**src/rtl/iter_alu_if.sv**
```systemverilog
// Request/response handshake bundle for the iterative ALU.
// The master drives requests and consumes results; the slave is the ALU.
interface iter_alu_if #(
    parameter int W = 32
);
    logic         in_valid;
    logic         in_ready;
    logic [2:0]   op;
    logic [W-1:0] a;
    logic [W-1:0] b;
    logic         out_valid;
    logic         out_ready;
    logic [W-1:0] result_lo;
    logic [W-1:0] result_hi;
    logic         zero;
    logic         div_by_zero;

    modport master (
        output in_valid, op, a, b, out_ready,
        input  in_ready, out_valid, result_lo, result_hi,
        input  zero, div_by_zero
    );

    modport slave (
        input  in_valid, op, a, b, out_ready,
        output in_ready, out_valid, result_lo, result_hi,
        output zero, div_by_zero
    );
endinterface

```
**src/rtl/iter_alu.sv**
```systemverilog
// Multi-cycle ALU: single-cycle add/logic/compare ops plus
// shift-add unsigned multiply and restoring unsigned divide.
module iter_alu #(
    parameter int W = 32
) (
    input logic       clk,
    input logic       rst_n,
    iter_alu_if.slave io
);
    localparam int CW = $clog2(W) + 1;

    localparam logic [2:0] OP_ADD  = 3'b000;
    localparam logic [2:0] OP_AND  = 3'b001;
    localparam logic [2:0] OP_OR   = 3'b010;
    localparam logic [2:0] OP_SUB  = 3'b011;
    localparam logic [2:0] OP_SLT  = 3'b100;
    localparam logic [2:0] OP_SLTU = 3'b101;
    localparam logic [2:0] OP_MULU = 3'b110;
    localparam logic [2:0] OP_DIVU = 3'b111;

    typedef enum logic [1:0] {
        IDLE,
        MUL,
        DIV,
        DONE
    } state_t;

    state_t        state;
    state_t        state_n;
    logic [W-1:0]  lo;
    logic [W-1:0]  hi;
    logic [W-1:0]  opnd;
    logic [CW-1:0] cnt;
    logic          dbz;
    logic          last;
    logic          slt;
    logic          sltu;
    logic [W-1:0]  sres;
    logic [W:0]    msum;
    logic [W:0]    dtry;
    logic [W:0]    ddif;
    logic          qbit;

    assign last = (cnt == CW'(W - 1));

    assign io.in_ready    = (state == IDLE);
    assign io.out_valid   = (state == DONE);
    assign io.result_lo   = lo;
    assign io.result_hi   = hi;
    assign io.zero        = (lo == '0);
    assign io.div_by_zero = dbz;

    always_ff @(posedge clk or negedge rst_n) begin
        if (!rst_n) begin
            state <= IDLE;
        end else begin
            state <= state_n;
        end
    end

    always_comb begin
        state_n = state;
        unique case (state)
            IDLE: begin
                if (io.in_valid) begin
                    if (io.op == OP_MULU) begin
                        state_n = MUL;
                    end else if (io.op == OP_DIVU) begin
                        state_n = DIV;
                    end else begin
                        state_n = DONE;
                    end
                end
            end
            MUL: begin
                if (last) state_n = DONE;
            end
            DIV: begin
                if (last) state_n = DONE;
            end
            DONE: begin
                if (io.out_ready) state_n = IDLE;
            end
        endcase
    end

    assign slt  = ($signed(io.a) < $signed(io.b));
    assign sltu = (io.a < io.b);

    always_comb begin
        sres = '0;
        unique case (io.op)
            OP_ADD:  sres = io.a + io.b;
            OP_AND:  sres = io.a & io.b;
            OP_OR:   sres = io.a | io.b;
            OP_SUB:  sres = io.a - io.b;
            OP_SLT:  sres = {{(W-1){1'b0}}, slt};
            OP_SLTU: sres = {{(W-1){1'b0}}, sltu};
            default: sres = '0;
        endcase
    end

    // Multiply: {hi,lo} shifts right, lo starts as the multiplier.
    assign msum = {1'b0, hi} + (lo[0] ? {1'b0, opnd} : '0);

    // Divide: lo starts as the dividend and collects quotient bits.
    assign dtry = {hi, lo[W-1]};
    assign ddif = dtry - {1'b0, opnd};
    assign qbit = (dtry >= {1'b0, opnd});

    always_ff @(posedge clk or negedge rst_n) begin
        if (!rst_n) begin
            lo   <= '0;
            hi   <= '0;
            opnd <= '0;
            cnt  <= '0;
            dbz  <= 1'b0;
        end else begin
            unique case (state)
                IDLE: begin
                    if (io.in_valid) begin
                        cnt <= '0;
                        hi  <= '0;
                        dbz <= (io.op == OP_DIVU) && (io.b == '0);
                        if (io.op == OP_MULU) begin
                            opnd <= io.a;
                            lo   <= io.b;
                        end else if (io.op == OP_DIVU) begin
                            opnd <= io.b;
                            lo   <= io.a;
                        end else begin
                            lo   <= sres;
                        end
                    end
                end
                MUL: begin
                    hi  <= msum[W:1];
                    lo  <= {msum[0], lo[W-1:1]};
                    cnt <= cnt + CW'(1);
                end
                DIV: begin
                    hi  <= qbit ? ddif[W-1:0] : dtry[W-1:0];
                    lo  <= {lo[W-2:0], qbit};
                    cnt <= cnt + CW'(1);
                end
                DONE: begin
                end
            endcase
        end
    end
endmodule
```
**src/flat_wrapper.sv**
```systemverilog
// flat-port wrapper written by rule: the top's interface ports become plain ports
module iter_alu_flat 
#(
    parameter int W = 32
)
  (clk, rst_n, io_in_valid, io_op, io_a, io_b, io_out_ready, io_in_ready, io_out_valid, io_result_lo, io_result_hi, io_zero, io_div_by_zero);
  iter_alu_if #(.W(W)) io_i ();
  input logic clk;
  input logic rst_n;
  input wire logic [$bits(io_i.in_valid)-1:0] io_in_valid;
  input wire logic [$bits(io_i.op)-1:0] io_op;
  input wire logic [$bits(io_i.a)-1:0] io_a;
  input wire logic [$bits(io_i.b)-1:0] io_b;
  input wire logic [$bits(io_i.out_ready)-1:0] io_out_ready;
  output wire logic [$bits(io_i.in_ready)-1:0] io_in_ready;
  output wire logic [$bits(io_i.out_valid)-1:0] io_out_valid;
  output wire logic [$bits(io_i.result_lo)-1:0] io_result_lo;
  output wire logic [$bits(io_i.result_hi)-1:0] io_result_hi;
  output wire logic [$bits(io_i.zero)-1:0] io_zero;
  output wire logic [$bits(io_i.div_by_zero)-1:0] io_div_by_zero;
  assign io_i.in_valid = io_in_valid;
  assign io_i.op = io_op;
  assign io_i.a = io_a;
  assign io_i.b = io_b;
  assign io_i.out_ready = io_out_ready;
  assign io_in_ready = io_i.in_ready;
  assign io_out_valid = io_i.out_valid;
  assign io_result_lo = io_i.result_lo;
  assign io_result_hi = io_i.result_hi;
  assign io_zero = io_i.zero;
  assign io_div_by_zero = io_i.div_by_zero;
  iter_alu #(.W(W)) u_core (.clk(clk), .rst_n(rst_n), .io(io_i));
endmodule
```
**config.mk**
```make
export PLATFORM = sky130hd
export DESIGN_NAME = iter_alu_flat
export DESIGN_NICKNAME = d
export VERILOG_FILES = /design/src/rtl/iter_alu_if.sv /design/src/rtl/iter_alu.sv /design/src/flat_wrapper.sv
export SDC_FILE = /design/constraint.sdc
export NUM_CORES = 1
export LEC_CHECK = 0
export ABC_AREA = 0
export BUFFER_PORTS_ARGS = -buffer_cell sky130_fd_sc_hd__buf_4
export CORE_AREA = 2 2 152 154
export CTS_CLUSTER_DIAMETER = 200
export DETAILED_ROUTE_END_ITERATION = 10
export DIE_AREA = 0 0 154 156
export PLACE_DENSITY = 0.9
export SLEW_MARGIN = 20
export SYNTH_ARGS = -nofsm -noshare
export SYNTH_HDL_FRONTEND = slang
export SYNTH_SLANG_ARGS = --single-unit
```
**constraint.sdc**
```tcl
create_clock -name clk -period 6 [get_ports clk]
set_input_delay 1.2 -clock clk [delete_from_list [all_inputs] [get_ports clk]]
set_output_delay 1.2 -clock clk [all_outputs]
set_load 0.01 [all_outputs]
```
==> impl_metrics.csv, run 1 <==
group,metric,value,unit
sta,maxSlewViolCount,0,
synth,syn_avg_cell_area,7.32,µm²
clock_network,post_cts_buffers,0,
grt,grtUsageTotal,40.0,%
power,p_clk_share,9.6,%
layout,area_growth_syn_to_layout,10.0,%
clock_network,cts_max_level,3,
power,swShare,52.5,%
power,pwr-share-comb,69.5,%
sta,hold_viol_final,0,
grt,grt_pass1_wl,76.7,mm
clock_network,cts-root-buf,"clkbuf_16",
sta,fmax,0.228,GHz
synth,synth.top_cell.area_share,18.6,%
placed_design,port_buffers,138,
synth,synthesis.instances,1935,
layout,drive_gt1_share,10.8,%
critical_path,critPathKind,"in -> reg",
synth,synth_largest_area_cell,"dfrtp_1",
synth,synth-seq-cells,105,
critical_path,cp_max_fo,6,
synth,syn_nets,2175,
critical_path,reg2reg_to,"u_core.io.result_hi[30]$_DFFE_PN0P_",
grt,grt-ovfl-total,0,
layout,final_cell_mix,"a21oi_1 (220), nor2_1 (174), nand2_1 (167)",
synth,synth_top_family_by_area,"compound AO/OA/AOI/OAI gates",
job,cap_violations,0,
power,p_switching,3.52,mW
routing,drt_iter0_markers,1574,
sta,worst_slew_pin_slew,0.936,ns
synth,synth-edff-count,0,
critical_path,slowest_delay,0.64,ns
grt,antenna_found_initial,2,
sta,period_needed,4.38,ns
layout,final_common_cell,"a21oi_1",
layout,nFillCells,1883,
placed_design,place.gp.congestion,1.01,
power,vdd_drop_max,0.362,mV
sta,slew_headroom,37.5,%
floorplan,dieHeight,156,µm
sta,whs,0.503,ns
critical_path,crit_required,6.26,ns
synth,synth_fa_ha_area_share,15.1,%
critical_path,cp-end-kind,"register",
synth,synth-simple-area-share,18.7,%
synth,yosysWarnings,0,
hold_path,min_from,"u_core.opnd[24]$_DFFE_PN0P_",
synth,synthXorXnorAreaFrac,3.59,%
clock_network,clock_latency,0.37,ns
synth,synthArstFlopShare,100,%
clock_network,clkTransAtPathRegs,0.08,ns
floorplan,core,22400,µm²
sta,worst_clock_skew,0.0106,ns
synth,synth_area_leaders,"dfrtp_1 (19%), ha_1 (15%), a21oi_1 (7.8%)",
synth,synthMuxAreaShare,2.70,%
outcome,outcome,"finished clean",
clock_network,cts_tree,"built",
sta,finalSetupViolations,0,
critical_path,rrSetupSlack,1.87,ns
hold_path,hold_end,"u_core.opnd[24]$_DFFE_PN0P_",
layout,num-nets-final,2223,
power,sequentialPowerShare,20.8,%
critical_path,critPathSlowestCell,"o41ai_1",
clock_network,clk_path_buf_depth,2,
grt,grt_pass1_vias,14300,
routing,dr_total_vias,15700,
routing,via_per_inst,6.90,
synth,syn_area,14200,µm²
routing,wirelength,49.4,mm
placed_design,dp_slack,1.33,ns
critical_path,reg2reg_from,"u_core.io.result_lo[0]$_DFFE_PN0P_",
floorplan,die_w,154,µm
power,p_int,3.19,mW
routing,detail_route.first_pass.iterations,8,
routing,ant_nets,0,
sta,setup_tns,0,ns
routing,drc,0,
sta,fin_ws,1.62,ns
placed_design,dp_hpwl,36.7,mm
critical_path,cp_cell_sequence,"buf_4 > ha_1 > inv_1 > fa_1 > nor2b_1 > o21bai_1 > a2111oi_2 > a211oi_1 > nor2_1 > a41oi_1 > o41ai_1 > xnor2_1 > o221ai_1 > a22o_1",
floorplan,die-area,24000,µm²
synth,synth_cell_type_count,86,
clock_network,clock-sinks,105,
hold_path,hold_class,"reg -> reg",
floorplan,initial_core_util,63.3,%
critical_path,rr_worst_depth,12,
floorplan,io_pins,139,
routing,routedWlPerCell,21.7,µm
floorplan,fp-row-count,55,
sta,rsz0062_at_grt,"no",
critical_path,cp.arrival,4.64,ns
hold_path,min_path_cells,2,
synth,ys.flop_type,"dfrtp_1",
sta,period_share,72.9,%
synth,yosysSeqAreaShare,18.6,%
clock_network,numCtsBuffers,9,
critical_path,startpoint_type,"input port",
grt,grt_max_degree,66,
synth,synth_compound_area_share,34.5,%
power,leakage,7.20,nW
layout,num_antenna_cells,0,
clock_network,holdBufCountCts,0,
clock_network,cts_resized,0,
power,p_per_area,431,nW/µm²
power groups by stage:
| stage | clock [mW] | sequential [mW] | combinational (mW) |
|---|---|---|---|
| after floorplan | 0 | 1.31 | 3.25 |
| after global placement | 0 | 1.38 | 4.39 |
| after detailed placement | 0 | 1.38 | 4.52 |
| after CTS | 0.642 | 1.37 | 4.56 |
| after global routing | 0.672 | 1.42 | 5.07 |
| final | 0.646 | 1.40 | 4.67 |
worst max path at each step:
| stage | start | to | slack, ns | cells past startpoint |
|---|---|---|---|---|
| finish | io_b[0] | u_core.io.result_lo[28]$_DFFE_PN0P_ | 1.62 | 14 |
| global route | io_b[0] | u_core.io.result_lo[28]$_DFFE_PN0P_ | 1.37 | 14 |
| floorplan | io_b[11] | u_core.io.result_lo[23]$_DFFE_PN0P_ | 2.10 | 11 |
| detailed placement | io_b[0] | u_core.io.result_lo[28]$_DFFE_PN0P_ | 1.33 | 14 |
| CTS | io_b[0] | u_core.io.result_lo[28]$_DFFE_PN0P_ | 1.68 | 14 |
| global placement | io_b[0] | u_core.io.result_lo[28]$_DFFE_PN0P_ | 1.49 | 14 |
worst max-delay path, delay by kind of cell:
| family | cells | cell delay [ns] |
|---|---|---|
| AO/OA/AOI/OAI | 7 | 1.87 |
| XOR/XNOR | 1 | 0.19 |
| adder cells (fa/ha/maj) | 2 | 0.64 |
| buffers and inverters | 2 | 0.21 |
| AND/OR/NAND/NOR | 2 | 0.51 |
synth_stat cells (5+ instances only):
cell      instances
nor2_1          175
a21o_1           37
nand2_1         167
o31ai_1          12
o221a_2          11
o221ai_1         24
clkbuf_1        103
a311oi_1          5
buf_2             6
a22oi_1          51
a31oi_1          15
o21a_1           15
nand2b_1         25
nand3_1          37
and2_1           36
or2_2             7
inv_1           136
a221oi_1         14
nand3b_1          5
a211oi_1         43
nand4_1          10
o22ai_1          12
o21ai_0         163
xor2_1           22
a221o_1           6
nor3b_1           7
mux2i_1          37
dfrtp_1         105
o21bai_1         19
a22o_1           21
and3_1            9
nor3_1           25
xnor2_1          36
buf_1             8
o211ai_1         20
or3_1             7
nor4_1           23
a21oi_1         220
ha_1            165
nor2b_1          17
area by class of cell:
class	instances	area, µm²	area share, %
inverters	137	514	3.30
flip-flops and latches	105	2630	16.9
clock inverters	6	73.8	0.474
clock buffers	10	239	1.53
multi-input cells	1575	10600	68.1
repair buffers	155	1160	7.47
well taps	285	357	2.29
kinds of logic after synthesis:
group                      after synthesis
adders and majority gates              169
muxes                                   38
AOI/OAI and AO/OA                      746
buffers and inverters                  255
xor gates and xnor gates                58
DFF                                    105
and+or+nand+nor                        564
flip-flops by register name, indices dropped and copies added, names as in the netlist:
register / count
u_core.io.result_lo: 32
u_core.opnd: 32
u_core.io.result_hi: 32
u_core.io.div_by_zero: 1
u_core.cnt: 6
u_core.state: 2
per-stage QoR:
| stage | cells | util, % | power (mW) | instance area, µm² |
|---|---|---|---|---|
| after floorplan | 1935 | - | 4.56 | 14200 |
| after global placement | 2257 | 68.2 | 5.77 | 15300 |
| after detailed placement | 2257 | 68.2 | 5.90 | 15300 |
| after CTS | 2273 | 69.6 | 6.58 | 15600 |
| after global routing | 2273 | 69.6 | 7.17 | 15600 |
| final | 2273 | 69.6 | 6.71 | 15600 |
per-layer routing:
metal,routed length (µm),share of wire (%),track usage (%)
met5,12,0.024,0
met4,2060,4.2,17.4
met3,5160,10,6.11
met2,22200,45,64.4
met1,19900,40,53.5
Power figures use the tool's default switching activity.
==> run 2: changes to the inputs <==
--- a/config.mk
+++ b/config.mk
@@ -7,11 +7,11 @@
 export LEC_CHECK = 0
 export ABC_AREA = 0
 export BUFFER_PORTS_ARGS = -buffer_cell sky130_fd_sc_hd__buf_4
-export CORE_AREA = 2 2 152 154
+export CORE_AREA = 2 2 162 164
 export CTS_CLUSTER_DIAMETER = 200
 export DETAILED_ROUTE_END_ITERATION = 10
-export DIE_AREA = 0 0 154 156
-export PLACE_DENSITY = 0.9
+export DIE_AREA = 0 0 164 166
+export PLACE_DENSITY = 0.84
 export SLEW_MARGIN = 20
 export SYNTH_ARGS = -nofsm -noshare
 export SYNTH_HDL_FRONTEND = slang
==> constraint.sdc (replaced) <==
create_clock -name clk -period 3.9 [get_ports clk]
set_input_delay 0.78 -clock clk [delete_from_list [all_inputs] [get_ports clk]]
set_output_delay 0.78 -clock clk [all_outputs]
set_load 0.01 [all_outputs]
==> run 2 against run 1 <==
Final cell count up 6.6%. Flip-flop and latch count unchanged. Clock skew up 0.0060 ns. Global-route usage down 2.7 points. Non-clock buffer count up 99. Core utilization down 5.7 points. Worst setup slack worse by 1.5 ns. Worst hold slack worse by 0.0031 ns.
==> impl_metrics.csv, run 2 (synthesized netlist as in run 1, its figures left out) <==
group,metric,value,unit
outcome,outcome,"finished clean",
critical_path,crit_required,4.14,ns
grt,grt.busiest_layer,"met2",
routing,wirelength,52.3,mm
critical_path,cp.arrival,3.98,ns
layout,nFillCells,2315,
sta,fmax,0.267,GHz
clock_network,cts_resized,0,
clock_network,cts_max_level,3,
layout,num-nets-final,2322,
grt,use_met3,5.84,%
critical_path,cpMostUsedCell,"o211ai_1",
floorplan,dieHeight,166,µm
layout,final_cell_mix,"buf_4 (253), a21oi_1 (220), nor2_1 (174)",
grt,grt-ovfl-total,0,
critical_path,cp_cell_sequence,"and2_1 > ha_1 > fa_1 > a211oi_1 > o211ai_1 > nand3b_1 > a21oi_1 > o211ai_1 > a31o_2 > o221a_2 > a2111oi_0 > a311oi_1 > o21ai_0",
layout,final_cells,2422,
grt,grt_max_degree,70,
routing,detail_route.first_pass.iterations,6,
sta,hold_viol_final,0,
job,cap_violations,0,
layout,final_common_cell,"buf_4",
critical_path,startpoint_type,"register",
sta,fin_ws,0.156,ns
routing,via_per_inst,6.57,
floorplan,die-area,27200,µm²
floorplan,die_w,164,µm
grt,grtUsageTotal,37.3,%
floorplan,io_pins,139,
clock_network,clock-sinks,105,
layout,area_growth_syn_to_layout,15.6,%
floorplan,initial_core_util,55.3,%
routing,drc,0,
critical_path,slowest_delay,0.45,ns
grt,grt_pass1_vias,14700,
sta,worst_clock_skew,0.0166,ns
clock_network,clk_path_buf_depth,2,
sta,period_needed,3.74,ns
critical_path,critical_path_buf_inv_count,0,
power,finalPower,10.5,mW
floorplan,fp-row-count,59,
layout,drive_gt1_share,14.9,%
grt,antenna_found_initial,1,
clock_network,clock_latency,0.36,ns
placed_design,port_buffers,138,
critical_path,cp_max_fo,7,
routing,routedWlPerCell,21.6,µm
sta,maxSlewViolCount,0,
grt,grtUsageMet2,59.0,%
placed_design,dp_slack,-0.0558,ns
critical_path,critPathKind,"reg -> reg",
power,leakage,7.67,nW
clock_network,cts-root-buf,"clkbuf_16",
sta,period_share,96.0,%
sta,rsz0062_at_grt,"no",
sta,worst_slew_pin_slew,1.14,ns
grt,grt_pass1_wl,80.4,mm
clock_network,post_cts_buffers,0,
routing,drt_iter0_markers,1774,
placed_design,dp_cells,2406,
critical_path,critPathSlowestCell,"fa_1",
placed_design,dp_hpwl,40.6,mm
critical_path,crit_family,"compound AO/OA/AOI/OAI gates",
sta,slew_headroom,23.6,%
routing,ant_nets,0,
placed_design,place.gp.congestion,1.01,
routing,dr_total_vias,15900,
floorplan,core,25600,µm²
layout,num_antenna_cells,0,
clock_network,holdBufCountCts,0,
critical_path,cp-end-kind,"register",
sta,setup_tns,0,ns
clock_network,clkTransAtPathRegs,0.09,ns
clock_network,cts_tree,"built",
power,vdd_drop_max,0.625,mV
hold_path,hold_class,"reg -> reg",
sta,finalSetupViolations,0,
power,p_per_area,639,nW/µm²
grt,grt.met1_usage,52.4,%
clock_network,numCtsBuffers,9,
==> run 2: final cells by class <==
class | instances | area, µm² | share of cell area [%]
flip-flops and latches | 105 | 2630 | 16.1
clock inverters | 6 | 58.8 | 0.359
multi-input cells | 1575 | 10600 | 64.8
repair buffers | 254 | 1920 | 11.7
inverters | 137 | 514 | 3.14
clock buffers | 10 | 229 | 1.40
well taps | 335 | 419 | 2.56
==> run 2: final timing paths <==
kind	from	endpoint	slack, ns	cells after the start
worst max-delay path	u_core.io.result_lo[0]$_DFFE_PN0P_	u_core.io.result_hi[31]$_DFFE_PN0P_	0.16	13
worst min-delay path	u_core.opnd[26]$_DFFE_PN0P_	u_core.opnd[26]$_DFFE_PN0P_	0.50	2
worst max register to register	u_core.io.result_lo[0]$_DFFE_PN0P_	u_core.io.result_hi[31]$_DFFE_PN0P_	0.16	13
worst min register to register	u_core.opnd[26]$_DFFE_PN0P_	u_core.opnd[26]$_DFFE_PN0P_	0.50	2
max in group asynchronous	rst_n	u_core.opnd[21]$_DFFE_PN0P_	2.63	2
min in group asynchronous	rst_n	u_core.io.result_hi[10]$_DFFE_PN0P_	0.53	1
==> run 2: power breakdown <==
| group | switching (mW) | internal [mW] |
|---|---|---|
| sequential | 0.585 | 1.54 |
| clock | 0.494 | 0.453 |
| combinational | 4.40 | 2.98 |
| total | 5.48 | 4.98 |
==> run 2: worst min-delay path: cells and delay by family, from the launching register on <==
kind,cells,cell delay [ns]
AO/OA/AOI/OAI,1,0.06
flip-flops,1,0.36
AND/OR/NAND/NOR,1,0.05
==> run 2: metal layers <==
metal	share of wire, %	up-vias
li1	-	7353
met2	44	892
met5	0	-
met3	11	125
met4	3.3	0
met1	42	7534
==> run 2: stage by stage <==
stage | hold slack (ns) | utilization [%] | instance area (µm²)
after floorplan | 0.463 | - | 14200
after global placement | 0.481 | 62.8 | 16100
after detailed placement | 0.488 | 62.8 | 16100
after CTS | 0.506 | 63.9 | 16400
after global routing | 0.546 | 63.9 | 16400
final | 0.499 | 63.9 | 16400
